## src/rtl/button_cmd_sched.sv

```systemverilog
// ---------------------------------------------------------------------------
// button_cmd_sched
//
// Command scheduler behind the per-button debouncers of the scrolling-text
// design. It detects presses on N_BTN debounced levels. When auto-repeat is
// built, it also generates hold-to-repeat events. Each button has one pending
// slot. Pending slots are arbitrated round-robin onto a single valid/ready
// command port.
//
// Optional feature macro: BTN_AUTOREPEAT_EN
//   defined   : tick prescaler, per-button timers and repeat events are built
//   undefined : press events only, cmd_repeat tied to 0
//
// Ports
//   clk         in   rising-edge system clock
//   rst_n       in   asynchronous active-low reset
//   btn_level   in   [N_BTN] debounced button levels, 1 = pressed
//   cmd_valid   out  a command is presented
//   cmd_id      out  [clog2(N_BTN)] index of the button owning the command
//   cmd_repeat  out  0 = initial press, 1 = auto-repeat
//   cmd_ready   in   consumer accepts the command
//   drop_cnt    out  [8] events lost to a full pending slot, saturating
// ---------------------------------------------------------------------------
module button_cmd_sched #(
    parameter int N_BTN        = 4,
    parameter int TICK_DIV     = 100000,
    parameter int HOLD_TICKS   = 500,
    parameter int REPEAT_TICKS = 100
) (
    input  logic                     clk,
    input  logic                     rst_n,
    input  logic [N_BTN-1:0]         btn_level,
    output logic                     cmd_valid,
    output logic [$clog2(N_BTN)-1:0] cmd_id,
    output logic                     cmd_repeat,
    input  logic                     cmd_ready,
    output logic [7:0]               drop_cnt
);

    localparam int ID_W  = $clog2(N_BTN);
    localparam int CNT_W = ID_W + 1;

`ifdef BTN_AUTOREPEAT_EN
    localparam int T_MAX = (HOLD_TICKS > REPEAT_TICKS) ? HOLD_TICKS : REPEAT_TICKS;
    localparam int T_W   = $clog2(T_MAX + 1);
    localparam int PS_W  = (TICK_DIV > 1) ? $clog2(TICK_DIV) : 1;
    localparam logic [T_W-1:0] T_HOLD = T_W'(HOLD_TICKS);
    localparam logic [T_W-1:0] T_RPT  = T_W'(REPEAT_TICKS);

    typedef enum logic [1:0] {IDLE, HELD, RPT} state_t;
`else
    typedef enum logic {IDLE, HELD} state_t;
`endif

    // Saturating add for the drop counter; it must stick at 255.
    function automatic logic [7:0] sat_add8(input logic [7:0] a, input logic [CNT_W-1:0] b);
        logic [8:0] s;
        s = {1'b0, a} + 9'(b);
        return s[8] ? 8'hFF : s[7:0];
    endfunction

    logic [N_BTN-1:0] prev;
    state_t           state [N_BTN];
    logic [N_BTN-1:0] ev;

`ifdef BTN_AUTOREPEAT_EN
    logic [PS_W-1:0]  ps_cnt;
    logic             tick;
    logic [T_W-1:0]   timer [N_BTN];
    logic [N_BTN-1:0] ev_rep;

    assign tick = (ps_cnt == PS_W'(TICK_DIV - 1));

    always_ff @(posedge clk or negedge rst_n) begin
        if (!rst_n) begin
            ps_cnt <= '0;
        end else if (tick) begin
            ps_cnt <= '0;
        end else begin
            ps_cnt <= ps_cnt + 1'b1;
        end
    end
`endif

    // ---- stage p0: edge detect / hold timing -> event strobes ----
    // A timer at 1 with a tick arriving is the tick on which it reaches 0.
    always_comb begin
        ev = '0;
`ifdef BTN_AUTOREPEAT_EN
        ev_rep = '0;
`endif
        for (int i = 0; i < N_BTN; i++) begin
            case (state[i])
                IDLE: ev[i] = btn_level[i] & ~prev[i];
`ifdef BTN_AUTOREPEAT_EN
                HELD, RPT: begin
                    if (btn_level[i] && tick && (timer[i] <= T_W'(1))) begin
                        ev[i]     = 1'b1;
                        ev_rep[i] = 1'b1;
                    end
                end
`endif
                default: ;
            endcase
        end
    end

    always_ff @(posedge clk or negedge rst_n) begin
        if (!rst_n) begin
            prev <= '0;
            for (int i = 0; i < N_BTN; i++) begin
                state[i] <= IDLE;
`ifdef BTN_AUTOREPEAT_EN
                timer[i] <= '0;
`endif
            end
        end else begin
            prev <= btn_level;
            for (int i = 0; i < N_BTN; i++) begin
                case (state[i])
                    IDLE: begin
                        if (btn_level[i] && !prev[i]) begin
                            state[i] <= HELD;
`ifdef BTN_AUTOREPEAT_EN
                            timer[i] <= T_HOLD;
`endif
                        end
                    end
`ifdef BTN_AUTOREPEAT_EN
                    HELD, RPT: begin
                        // Release wins over a coinciding tick: no event on release.
                        if (!btn_level[i]) begin
                            state[i] <= IDLE;
                            timer[i] <= '0;
                        end else if (tick) begin
                            if (timer[i] <= T_W'(1)) begin
                                state[i] <= RPT;
                                timer[i] <= T_RPT;
                            end else begin
                                timer[i] <= timer[i] - 1'b1;
                            end
                        end
                    end
`else
                    HELD: begin
                        if (!btn_level[i]) begin
                            state[i] <= IDLE;
                        end
                    end
`endif
                    default: state[i] <= IDLE;
                endcase
            end
        end
    end

    // ---- stage p1: pending slots and round-robin arbitration ----
    logic [N_BTN-1:0] pend_p1;
`ifdef BTN_AUTOREPEAT_EN
    logic [N_BTN-1:0] prep_p1;
    logic             rep_p2;
`endif
    logic [ID_W-1:0]  ptr;
    logic [ID_W-1:0]  winner;
    logic [ID_W-1:0]  next_ptr;
    logic [CNT_W-1:0] probe;
    logic             found;
    logic             load;
    logic [N_BTN-1:0] grant;
    logic [N_BTN-1:0] drop;
    logic [CNT_W-1:0] n_drop;

    // The output register may take a new command when empty or being accepted.
    assign load = !cmd_valid || cmd_ready;

    always_comb begin
        found  = 1'b0;
        winner = '0;
        probe  = '0;
        for (int k = 0; k < N_BTN; k++) begin
            probe = {1'b0, ptr} + CNT_W'(k);
            if (probe >= CNT_W'(N_BTN)) begin
                probe = probe - CNT_W'(N_BTN);
            end
            if (!found && pend_p1[probe[ID_W-1:0]]) begin
                found  = 1'b1;
                winner = probe[ID_W-1:0];
            end
        end
    end

    assign next_ptr = (winner == ID_W'(N_BTN - 1)) ? '0 : winner + 1'b1;

    // A slot granted this cycle is free for a coinciding event, so no drop.
    always_comb begin
        grant = '0;
        if (load && found) begin
            grant[winner] = 1'b1;
        end
        drop   = ev & pend_p1 & ~grant;
        n_drop = '0;
        for (int i = 0; i < N_BTN; i++) begin
            n_drop = n_drop + CNT_W'(drop[i]);
        end
    end

    always_ff @(posedge clk or negedge rst_n) begin
        if (!rst_n) begin
            pend_p1 <= '0;
`ifdef BTN_AUTOREPEAT_EN
            prep_p1 <= '0;
`endif
        end else begin
            for (int i = 0; i < N_BTN; i++) begin
                if (ev[i] && !drop[i]) begin
                    pend_p1[i] <= 1'b1;
`ifdef BTN_AUTOREPEAT_EN
                    prep_p1[i] <= ev_rep[i];
`endif
                end else if (grant[i]) begin
                    pend_p1[i] <= 1'b0;
                end
            end
        end
    end

    // ---- stage p2: registered command port ----
    always_ff @(posedge clk or negedge rst_n) begin
        if (!rst_n) begin
            cmd_valid <= 1'b0;
            cmd_id    <= '0;
            ptr       <= '0;
            drop_cnt  <= '0;
`ifdef BTN_AUTOREPEAT_EN
            rep_p2    <= 1'b0;
`endif
        end else begin
            drop_cnt <= sat_add8(drop_cnt, n_drop);
            if (load) begin
                if (found) begin
                    cmd_valid <= 1'b1;
                    cmd_id    <= winner;
                    ptr       <= next_ptr;
`ifdef BTN_AUTOREPEAT_EN
                    rep_p2    <= prep_p1[winner];
`endif
                end else begin
                    cmd_valid <= 1'b0;
                end
            end
        end
    end

`ifdef BTN_AUTOREPEAT_EN
    assign cmd_repeat = rep_p2;
`else
    assign cmd_repeat = 1'b0;
`endif

endmodule

```

## config.mk

```make
export PLATFORM = sky130hd
export DESIGN_NAME = button_cmd_sched
export DESIGN_NICKNAME = d
export VERILOG_FILES = /design/src/rtl/button_cmd_sched.sv
export SDC_FILE = /design/constraint.sdc
export NUM_CORES = 1
export LEC_CHECK = 0
export BUFFER_PORTS_ARGS = -buffer_cell sky130_fd_sc_hd__buf_2
export CAP_MARGIN = 10
export CELL_PAD_IN_SITES_DETAIL_PLACEMENT = 0
export CELL_PAD_IN_SITES_GLOBAL_PLACEMENT = 1
export CORE_MARGIN = 8
export CORE_UTILIZATION = 33
export DETAILED_ROUTE_END_ITERATION = 16
export PLACE_DENSITY = 0.72
export SLEW_MARGIN = 20
export SYNTH_ARGS = -nofsm -noshare
export SYNTH_HDL_FRONTEND = slang
export SYNTH_SLANG_ARGS = --single-unit
```

## constraint.sdc

```tcl
create_clock -name clk -period 3.3 [get_ports clk]
set_input_delay 0.165 -clock clk [delete_from_list [all_inputs] [get_ports clk]]
set_output_delay 0.165 -clock clk [all_outputs]
set_load 0.05 [all_outputs]
```

==> results of run 1 <==
Yosys cell counts (2+ instances only):
| cell | instances | area (µm²) |
|---|---|---|
| nand2b_1 | 3 | 18.8 |
| or2_2 | 2 | 12.5 |
| fa_1 | 3 | 60.1 |
| nand3_1 | 2 | 10.0 |
| xor2_1 | 2 | 17.5 |
| nand4_1 | 4 | 25.0 |
| dfrtp_1 | 25 | 626 |
| inv_1 | 12 | 45.0 |
| ha_1 | 5 | 62.6 |
| nor2b_1 | 2 | 12.5 |
| o21ai_0 | 3 | 15.0 |
| mux2_4 | 3 | 45.0 |
| a22o_1 | 3 | 26.3 |
| a21boi_0 | 4 | 30.0 |
| nor2_1 | 8 | 30.0 |
| nand2_1 | 13 | 48.8 |
metrics by stage:
step	TNS, ns	instances	worst slack [ns]	instance area [µm²]	total power, mW
finish	0	199	0.0687	1690	1.70
global route	-0.780	199	-0.107	1690	1.82
CTS	-0.0354	195	-0.0303	1590	1.59
detailed placement	-0.153	188	-0.0321	1490	1.34
global placement	-0.128	188	-0.0302	1490	1.32
floorplan	0	112	0.0179	1260	1.07
routing by layer:
metal | vias up | wire length [µm] | track usage
met5 | - | 0 | 0
met4 | 0 | 7 | 0.0170
met3 | 2 | 127 | 0.0323
met2 | 15 | 1290 | 0.154
met1 | 467 | 1120 | 0.0930
li1 | 455 | - | -
sequential cells by signal, indices dropped and copies added, names as in the netlist:
register / cells
cmd_valid: 1
pend_p1: 4
prev: 4
ptr: 2
cmd_id: 2
drop_cnt: 8
state: 4
worst paths after layout:
path / from / slack, ns / to
worst min register to register: prev[2] / 0.46 / state[1]
worst min-delay path: btn_level[3] / 0.04 / prev[3]
worst max-delay path: ptr[1] / 0.07 / drop_cnt[1]
min in group asynchronous: rst_n / 0.40 / ptr[0]
worst max register to register: ptr[1] / 0.07 / drop_cnt[1]
max in group asynchronous: rst_n / 2.49 / pend_p1[1]
where the power goes:
group          switching (mW)  internal, mW
logic                   0.543         0.461
clock network          0.0933        0.0844
registers               0.112         0.406
total                   0.748         0.951
cells in the final DEF (no fill, tap or decap), drive strengths merged, types with 2 or more instances in the layout:
master / instances
nand4: 4
mux2: 4
dfrtp: 25
xor2: 2
buf: 35
ha: 5
o21ai: 3
or2: 2
clkbuf: 3
a21boi: 4
nand2: 13
a22o: 4
nor2: 8
a21oi: 2
fa: 3
nand2b: 3
nor2b: 2
nand3: 2
inv: 12
cells by family after synthesis:
family,count (synthesis)
buffers and inverters,13
muxes,5
adders and majority gates,8
DFF,25
AOI/OAI and AO/OA,20
and+or+nand+nor,37
other,1
xor gates and xnor gates,3
layout make-up:
class,instances,area [µm²],share of cell area
timing repair buffer,36,230,0.137
sequential,25,627,0.372
clock buffer,3,41.3,0.0245
multi-input combinational,74,677,0.402
inverter,12,45.0,0.0267
clock inverter,1,5.00,0.00297
tap,48,60.1,0.0356
worst max-delay path: stages, from the launching register on:
cell	delay, ns
dfrtp_1	0.42
buf_4	0.15
nand2_1	0.08
a21oi_2	0.07
a211oi_4	0.25
inv_2	0.10
ha_4	0.17
nand2_2	0.06
nand4_1	0.12
fa_1	0.49
fa_2	0.39
inv_2	0.06
fa_2	0.20
and3_4	0.20
nand2_4	0.06
or2_4	0.27
nand2b_1	0.08
repair_timing:
action	in CTS	in global routing
pin swaps	10	12
resized for setup	8	15
setup endpoints to repair	7	8
hold endpoints to repair	25	0
hold buffers	1	0
setup buffers	2	4
==> metrics.cfg, run 1 <==
[synthesis]
synth_xor_area_frac = 0.0211
synth_flop_cell = dfrtp_1
synth_fa_ha_area_frac = 0.0984
ys.warnings.count = 0
synth-edff-count = 0
yosys.area_share.simple = 0.153
syn_area_per_cell_um2 = 11.1
postSynth.asyncResetShare = 1.00
synth_mux_area_frac = 0.0532
ys_seq_area_frac = 0.502
synth_compound_area_frac = 0.128
ys_ff_latch = 25
synth_cell_types = 34
synthesis.area_um2 = 1250
synth_top_family_by_area = simple AND/OR/NAND/NOR gates
synth_nets = 127
syn-instance-count = 112

[final_layout]
finish.utilization = 0.464
final_nets = 167
drive_above_1_share = 0.450
antennaDiodeCount = 0
syn_to_final_growth_pct = 35.2
nFillCells = 351

[drt]
vias = 939
dr.pass1.iters = 4
routedWlPerCell_um = 12.8
dr.first_iter.drc_count = 18
drcViolationCount = 0
wirelength_mm = 2.55
drtAntennaViolNets = 0
avgViaCountPerCell = 4.72

[cts]
clk_pin_slew_worst_paths_ns = 0.09
worstSkewPairLatency_ns = 0.27
cts.htree.levels = 1
clock-root-buffer = clkbuf_8
clock_sink_count = 25
cts_tree = done
max-clock-path-buffers = 2
numCtsBuffers = 3

[timing]
drv_slew = 0
min_period_ns = 3.23
setup_viol = 0
tightest_slew_ns = 0.549
max_freq_ghz = 0.309
rsz0062_at_grt = true
fin_crit_sh = 0.979
whs_ns = 0.0369
slew_headroom = 0.634
finClkSkew_ns = 0.00893
final_hold_viol_count = 0

[pwr]
peakVddDrop_v = 0.000383
power_density_nw_per_um2 = 1010
p_leak_nw = 0.800

[global_routing]
antenna_found_initial = 0
overflow = 0
grt_pass1_vias = 972
grt_pass1_wl_mm = 4.27
grtUsageTotal = 0.0854
grt_start_max_net_pins = 26

[critical_path]
setup.worst_path.start_class = flip-flop
end_kind = flip-flop
worstPathArrival_ns = 3.44
path_class = reg -> reg
crit_required_ns = 3.51
cp_max_fo = 5
reg2reg_depth = 16

[floorplanning]
start_util = 0.343
die_w_um = 77.5
dieArea_um2 = 6000
rows = 22
ioPinCount = 19
die_h_um = 77.5
coreArea_um2 = 3630

[run_status]
status = completed

[job]
drv_cap = 0

[placed_design]
port_buffers = 17
place_congestion = 0.815
hpwlAfterDp_mm = 1.90

[min_path]
hold_path_depth = 1
worstHoldPathType = in -> reg

(Power assumes the default switching activity.)
==> run 2: changes to the inputs <==
--- a/config.mk
+++ b/config.mk
@@ -9,10 +9,11 @@
 export CAP_MARGIN = 10
 export CELL_PAD_IN_SITES_DETAIL_PLACEMENT = 0
 export CELL_PAD_IN_SITES_GLOBAL_PLACEMENT = 1
+export CORE_ASPECT_RATIO = 0.6
 export CORE_MARGIN = 8
 export CORE_UTILIZATION = 33
 export DETAILED_ROUTE_END_ITERATION = 16
-export PLACE_DENSITY = 0.72
+export PLACE_DENSITY = 0.7
 export SLEW_MARGIN = 20
 export SYNTH_ARGS = -nofsm -noshare
 export SYNTH_HDL_FRONTEND = slang
==> constraint.sdc (replaced) <==
create_clock -name clk -period 3.1 [get_ports clk]
set_input_delay 0.155 -clock clk [delete_from_list [all_inputs] [get_ports clk]]
set_output_delay 0.155 -clock clk [all_outputs]
set_load 0.05 [all_outputs]
==> metrics.cfg, run 2 (synthesized netlist as in run 1, its figures left out) <==
[timing]
tns_ns = -0.721  ; was 0 ns
whs_ns = 0.0345  ; was 0.0369 ns
finClkSkew_ns = 0.00687  ; was 0.00893 ns
rsz0062_at_grt = true  ; unchanged
min_period_ns = 3.24  ; was 3.23 ns
final_hold_viol_count = 0  ; unchanged
max_freq_ghz = 0.308  ; was 0.309 GHz
drv_slew = 0  ; unchanged
fin_crit_sh = 1.05  ; was 0.979
setup_slack_ns = -0.143  ; was 0.0687 ns
setup_viol = 8  ; was 0
slew_headroom = 0.631  ; was 0.634
tightest_slew_ns = 0.554  ; was 0.549 ns

[drt]
drcViolationCount = 0  ; unchanged
dr.first_iter.drc_count = 44  ; was 18
avgViaCountPerCell = 4.58  ; was 4.72
routedWlPerCell_um = 12.8  ; about the same
dr.pass1.iters = 4  ; unchanged
wirelength_mm = 2.53  ; was 2.55 mm
drtAntennaViolNets = 0  ; unchanged
vias = 907  ; was 939

[global_routing]
antenna_found_initial = 0  ; unchanged
grt_pass1_vias = 969  ; was 972
overflow = 0  ; unchanged
grt_start_max_net_pins = 26  ; unchanged
grt_pass1_wl_mm = 4.51  ; was 4.27 mm
grtUsageTotal = 0.0934  ; was 0.0854

[pwr]
p_seq_frac = 0.320  ; was 0.304
peakVddDrop_v = 0.000462  ; was 0.000383 V
switching_power_mw = 0.758  ; was 0.748 mW
p_clk_frac = 0.108  ; was 0.105
finalPower_mw = 1.76  ; was 1.70 mW
switching_share = 0.432  ; was 0.440
p_leak_nw = 0.795  ; was 0.800 nW
combPwrFrac = 0.573  ; was 0.591
p_int_mw = 0.998  ; was 0.951 mW
power_density_nw_per_um2 = 1060  ; was 1010 nW/µm²

[cts]
cts.htree.levels = 1  ; unchanged
clock_sink_count = 25  ; unchanged
max-clock-path-buffers = 2  ; unchanged
worstSkewPairLatency_ns = 0.27  ; about the same
clk_pin_slew_worst_paths_ns = 0.09  ; about the same
numCtsBuffers = 3  ; unchanged
cts_tree = done  ; unchanged
clock-root-buffer = clkbuf_8  ; unchanged

[floorplanning]
dieArea_um2 = 6060  ; was 6000 µm²
rows = 17  ; was 22
die_w_um = 95.3  ; was 77.5 µm
ioPinCount = 19  ; unchanged
die_h_um = 63.6  ; was 77.5 µm
coreArea_um2 = 3640  ; was 3630 µm²
start_util = 0.343  ; about the same

[min_path]
worstHoldPathType = in -> reg  ; unchanged

[final_layout]
finalNonFillerCells = 198  ; was 199
finish.utilization = 0.454  ; was 0.464
final_nets = 167  ; unchanged
top_register = drop_cnt  ; unchanged
antennaDiodeCount = 0  ; unchanged
drive_above_1_share = 0.424  ; was 0.450
final_area_um2 = 1650  ; was 1690 µm²
multiInputGateArea_um2 = 641  ; was 677 µm²
layout_commonest_cell = dfrtp_1  ; unchanged
syn_to_final_growth_pct = 32.4  ; was 35.2%
ff_latch_area_um2 = 627  ; unchanged
nFillCells = 338  ; was 351
largest_reg_flops = 8  ; unchanged
layout_common_cells = dfrtp_1 (24), buf_2 (17), buf_4 (17), inv_1 (11), nand2_1 (8)  ; was dfrtp_1 (24), buf_4 (18), buf_2 (17), inv_1 (10), nor2_1 (8)

[placed_design]
place_congestion = 0.818  ; was 0.815
hpwlAfterDp_mm = 2.01  ; was 1.90 mm
place_area_um2 = 1550  ; was 1490 µm²
place_ws_ns = -0.167  ; was -0.0321 ns
dp_cells = 191  ; was 188
port_buffers = 17  ; unchanged

[critical_path]
cp_max_fo = 4  ; was 5
end_kind = flip-flop  ; unchanged
reg2reg_depth = 15  ; was 16
setup.worst_path.start_class = flip-flop  ; unchanged
crit_required_ns = 3.25  ; was 3.51 ns
rrSetupSlack_ns = -0.14  ; was 0.07 ns
reg2reg_to = drop_cnt[7]  ; was drop_cnt[1]
endpoint = drop_cnt[7]  ; was drop_cnt[1]
r2r_start = ptr[1]  ; unchanged
crit_start = ptr[1]  ; unchanged
worstPathArrival_ns = 3.39  ; was 3.44 ns
path_class = reg -> reg  ; unchanged

[run_status]
status = finished with violations  ; was completed
violations = negative setup slack

[job]
drv_cap = 0  ; unchanged

[run 2: layer usage]
metal	wire [µm]	part of all wire	vias up	track usage
li1	-	-	454	-
met1	1230	0.49	438	0.123
met2	1160	0.46	13	0.136
met3	123	0.049	2	0.0390
met4	14	0.0055	0	0.0232
met5	0	0	-	0
[run 2: layout make-up]
type	count	share of cell area
Clock buffer	4	0.0273
Inverter	12	0.0273
Multi-Input combinational cell	74	0.388
Sequential cell	25	0.380
Tap cell	47	0.0356
Timing Repair Buffer	36	0.142
[run 2: worst max-delay path, cell delays in order (launching register included)]
cell and delay [ns]:
dfrtp_1 0.43, nor2b_4 0.14, o21ai_2 0.11, o211ai_1 0.11, or2_4 0.27, ha_4 0.17
nand2_4 0.05, nand4_1 0.14, fa_1 0.56, fa_2 0.22, inv_2 0.04, fa_2 0.33
and3_4 0.16, nand2_2 0.08, nand2_1 0.06, mux2_4 0.26
[run 2: how the worst min path moves through the flow]
stage                   to  cells after the start         start
2_1_floorplan    cmd_id[0]                      0         rst_n
3_3_place_gp      state[2]                      1         rst_n
3_5_place_dp   drop_cnt[1]                      1         rst_n
4_1_cts            prev[1]                      1  btn_level[1]
5_1_grt            prev[3]                      1  btn_level[3]
6_report           prev[3]                      1  btn_level[3]
[run 2: power by group through the flow]
stage,Clock [mW],Combinational (mW),Sequential [mW]
floorplan,0,0.438,0.736
global placement,0,0.940,0.552
detailed placement,0,0.958,0.559
CTS,0.200,0.985,0.552
global route,0.210,1.11,0.577
finish,0.189,1.01,0.561
[run 2: timing repair]
action                                  4_1_cts  5_1_grt
gates resized for setup                       3        8
endpoints found under the hold margin        25        0
endpoints found under the setup margin        8        8
hold buffers                                  1        0
setup buffers                                 1        1
pin swaps                                     2        1
==> run 3: changes to the inputs <==
--- a/config.mk
+++ b/config.mk
@@ -12,6 +12,7 @@
 export CORE_ASPECT_RATIO = 0.6
 export CORE_MARGIN = 8
 export CORE_UTILIZATION = 33
+export CTS_BUF_LIST = sky130_fd_sc_hd__clkbuf_16
 export DETAILED_ROUTE_END_ITERATION = 16
 export PLACE_DENSITY = 0.7
 export SLEW_MARGIN = 20
==> metrics.cfg, run 3 (synthesized netlist as in run 1, its figures left out) <==
[critical_path]
reg2reg_to = drop_cnt[7]  ; unchanged
rrSetupSlack_ns = -0.13  ; was -0.14 ns
path_cells = nor2b_4 > o21ai_2 > o211ai_1 > or2_4 > ha_4 > nand2_4 > nand4_1 > fa_1 > fa_2 > inv_2 > fa_2 > and3_4 > nand2_4 > nand2_1 > mux2_4  ; was nor2b_4 > o21ai_2 > o211ai_1 > or2_4 > ha_4 > nand2_4 > nand4_1 > fa_1 > fa_2 > inv_2 > fa_2 > and3_4 > nand2_2 > nand2_1 > mux2_4
end_kind = flip-flop  ; unchanged
setup.worst_path.start_class = flip-flop  ; unchanged
r2r_start = ptr[1]  ; unchanged
path_buf_inv = 1  ; unchanged
max_stage_delay_ns = 0.56  ; about the same
worstPathArrival_ns = 3.37  ; was 3.39 ns
critical_path.top_delay_family = adder cells  ; unchanged
crit_required_ns = 3.24  ; was 3.25 ns
path_class = reg -> reg  ; unchanged
reg2reg_depth = 15  ; unchanged
cp_max_fo = 4  ; unchanged
slowest_stage = fa_1  ; unchanged

[final_layout]
drive_above_1_share = 0.424  ; unchanged
layout_common_cells = dfrtp_1 (24), buf_4 (18), buf_2 (17), inv_1 (12), nand2_1 (8)  ; was dfrtp_1 (24), buf_2 (17), buf_4 (17), inv_1 (11), nand2_1 (8)
final_nets = 167  ; unchanged
antennaDiodeCount = 0  ; unchanged
nFillCells = 334  ; was 338
top_register = drop_cnt  ; unchanged
syn_to_final_growth_pct = 35.2  ; was 32.4%
finalNonFillerCells = 198  ; unchanged
layout_commonest_cell = dfrtp_1  ; unchanged
largest_reg_flops = 8  ; unchanged

[timing]
setup_viol = 8  ; unchanged
tightest_slew_ns = 0.565  ; was 0.554 ns
max_freq_ghz = 0.309  ; was 0.308 GHz
slew_headroom = 0.623  ; was 0.631
final_hold_viol_count = 0  ; unchanged
min_period_ns = 3.23  ; was 3.24 ns
rsz0062_at_grt = true  ; unchanged
finClkSkew_ns = 0.00231  ; was 0.00687 ns
drv_slew = 0  ; unchanged
setup_slack_ns = -0.132  ; was -0.143 ns
fin_crit_sh = 1.04  ; was 1.05

[cts]
cts.htree.levels = 1  ; unchanged
clock-root-buffer = clkbuf_16  ; was clkbuf_8
clock_sink_count = 25  ; unchanged
cts_tree = done  ; unchanged
clk_pin_slew_worst_paths_ns = 0.06  ; was 0.09 ns
worstSkewPairLatency_ns = 0.25  ; was 0.27 ns
max-clock-path-buffers = 2  ; unchanged
numCtsBuffers = 3  ; unchanged

[run_status]
status = finished with violations  ; unchanged
violations = negative setup slack  ; unchanged

[placed_design]
port_buffers = 17  ; unchanged
dp_cells = 191  ; unchanged
hpwlAfterDp_mm = 2.01  ; unchanged
place_congestion = 0.818  ; unchanged

[drt]
drtAntennaViolNets = 0  ; unchanged
dr.pass1.iters = 4  ; unchanged
wirelength_mm = 2.59  ; was 2.53 mm
vias = 913  ; was 907
drcViolationCount = 0  ; unchanged
dr.first_iter.drc_count = 39  ; was 44
routedWlPerCell_um = 13.1  ; was 12.8 µm
avgViaCountPerCell = 4.61  ; was 4.58

[pwr]
p_leak_nw = 0.824  ; was 0.795 nW
p_clk_frac = 0.150  ; was 0.108
peakVddDrop_v = 0.000470  ; was 0.000462 V
switching_share = 0.418  ; was 0.432
power_density_nw_per_um2 = 1100  ; was 1060 nW/µm²
finalPower_mw = 1.86  ; was 1.76 mW
p_int_mw = 1.08  ; was 0.998 mW
switching_power_mw = 0.775  ; was 0.758 mW
p_seq_frac = 0.305  ; was 0.320
combPwrFrac = 0.545  ; was 0.573

[global_routing]
grt_start_max_net_pins = 26  ; unchanged
grt_pass1_wl_mm = 4.61  ; was 4.51 mm
overflow = 0  ; unchanged
antenna_found_initial = 0  ; unchanged
grt_pass1_vias = 991  ; was 969
grtUsageTotal = 0.0959  ; was 0.0934

[min_path]
min_to = prev[3]  ; unchanged
worstHoldPathType = in -> reg  ; unchanged
hold_path_depth = 1  ; unchanged
hp-start = btn_level[3]  ; unchanged

[floorplanning]
coreArea_um2 = 3640  ; unchanged
rows = 17  ; unchanged
start_util = 0.343  ; unchanged
ioPinCount = 19  ; unchanged
dieArea_um2 = 6060  ; unchanged
die_w_um = 95.3  ; unchanged
die_h_um = 63.6  ; unchanged

[job]
drv_cap = 0  ; unchanged

## run 3: cell types whose count changed in the layout (fill, tap and decap cells not counted), sizes merged
cell    delta
clkbuf     -1
inv        +1
## run 3: power by group through the flow
stage          combinational [mW]  sequential (mW)  clock (mW)
6_report                     1.01            0.566       0.278
5_1_grt                      1.12            0.580       0.304
4_1_cts                     0.990            0.554       0.286
3_5_place_dp                0.958            0.559           0
3_3_place_gp                0.940            0.552           0
2_1_floorplan               0.438            0.736           0
## run 3: metal layers
layer | track usage | share of wire | up-vias
li1 | - | - | 453
met2 | 0.135 | 0.45 | 17
met5 | 0 | 0 | -
met3 | 0.0414 | 0.058 | 4
met4 | 0.0271 | 0.0089 | 0
met1 | 0.128 | 0.49 | 439
## run 3: timing repair
| action | CTS | global route |
|---|---|---|
| gates resized for setup | 3 | 8 |
| pin swaps | 2 | 1 |
| setup endpoints to repair | 8 | 8 |
| setup buffers | 1 | 1 |
| hold endpoints to repair | 25 | 0 |
| gates cloned | 0 | 0 |
| hold buffers | 1 | 0 |
## run 3: worst max path at each step
stage	startpoint	cells past startpoint	to	slack (ns)
final	ptr[1]	15	drop_cnt[7]	-0.13
after global routing	ptr[1]	15	drop_cnt[7]	-0.28
after CTS	ptr[1]	15	drop_cnt[7]	-0.18
after detailed placement	ptr[1]	15	drop_cnt[7]	-0.17
after global placement	pend_p1[3]	15	drop_cnt[7]	-0.05
after floorplan	pend_p1[3]	15	drop_cnt[7]	-0.08
## run 3: cell type report
type | instances | area, µm² | area share
inverters | 12 | 45.0 | 0.0267
clock buffers | 3 | 75.1 | 0.0445
flip-flops and latches | 25 | 627 | 0.372
well taps | 47 | 58.8 | 0.0349
repair buffers | 36 | 230 | 0.137
multi-input cells | 74 | 646 | 0.383
clock inverters | 1 | 3.75 | 0.00223
## run 3: per-stage QoR
stage / util / setup TNS [ns] / setup WS (ns) / hold slack (ns) / instance area [µm²]
2_1_floorplan: - / -0.276 / -0.0817 / -0.141 / 1290
3_3_place_gp: 0.425 / -0.176 / -0.0492 / 0.185 / 1550
3_5_place_dp: 0.425 / -0.940 / -0.167 / 0.185 / 1550
4_1_cts: 0.454 / -1.02 / -0.181 / 0.0427 / 1650
5_1_grt: 0.463 / -1.98 / -0.275 / 0.0462 / 1690
6_report: 0.463 / -0.692 / -0.132 / 0.0469 / 1690
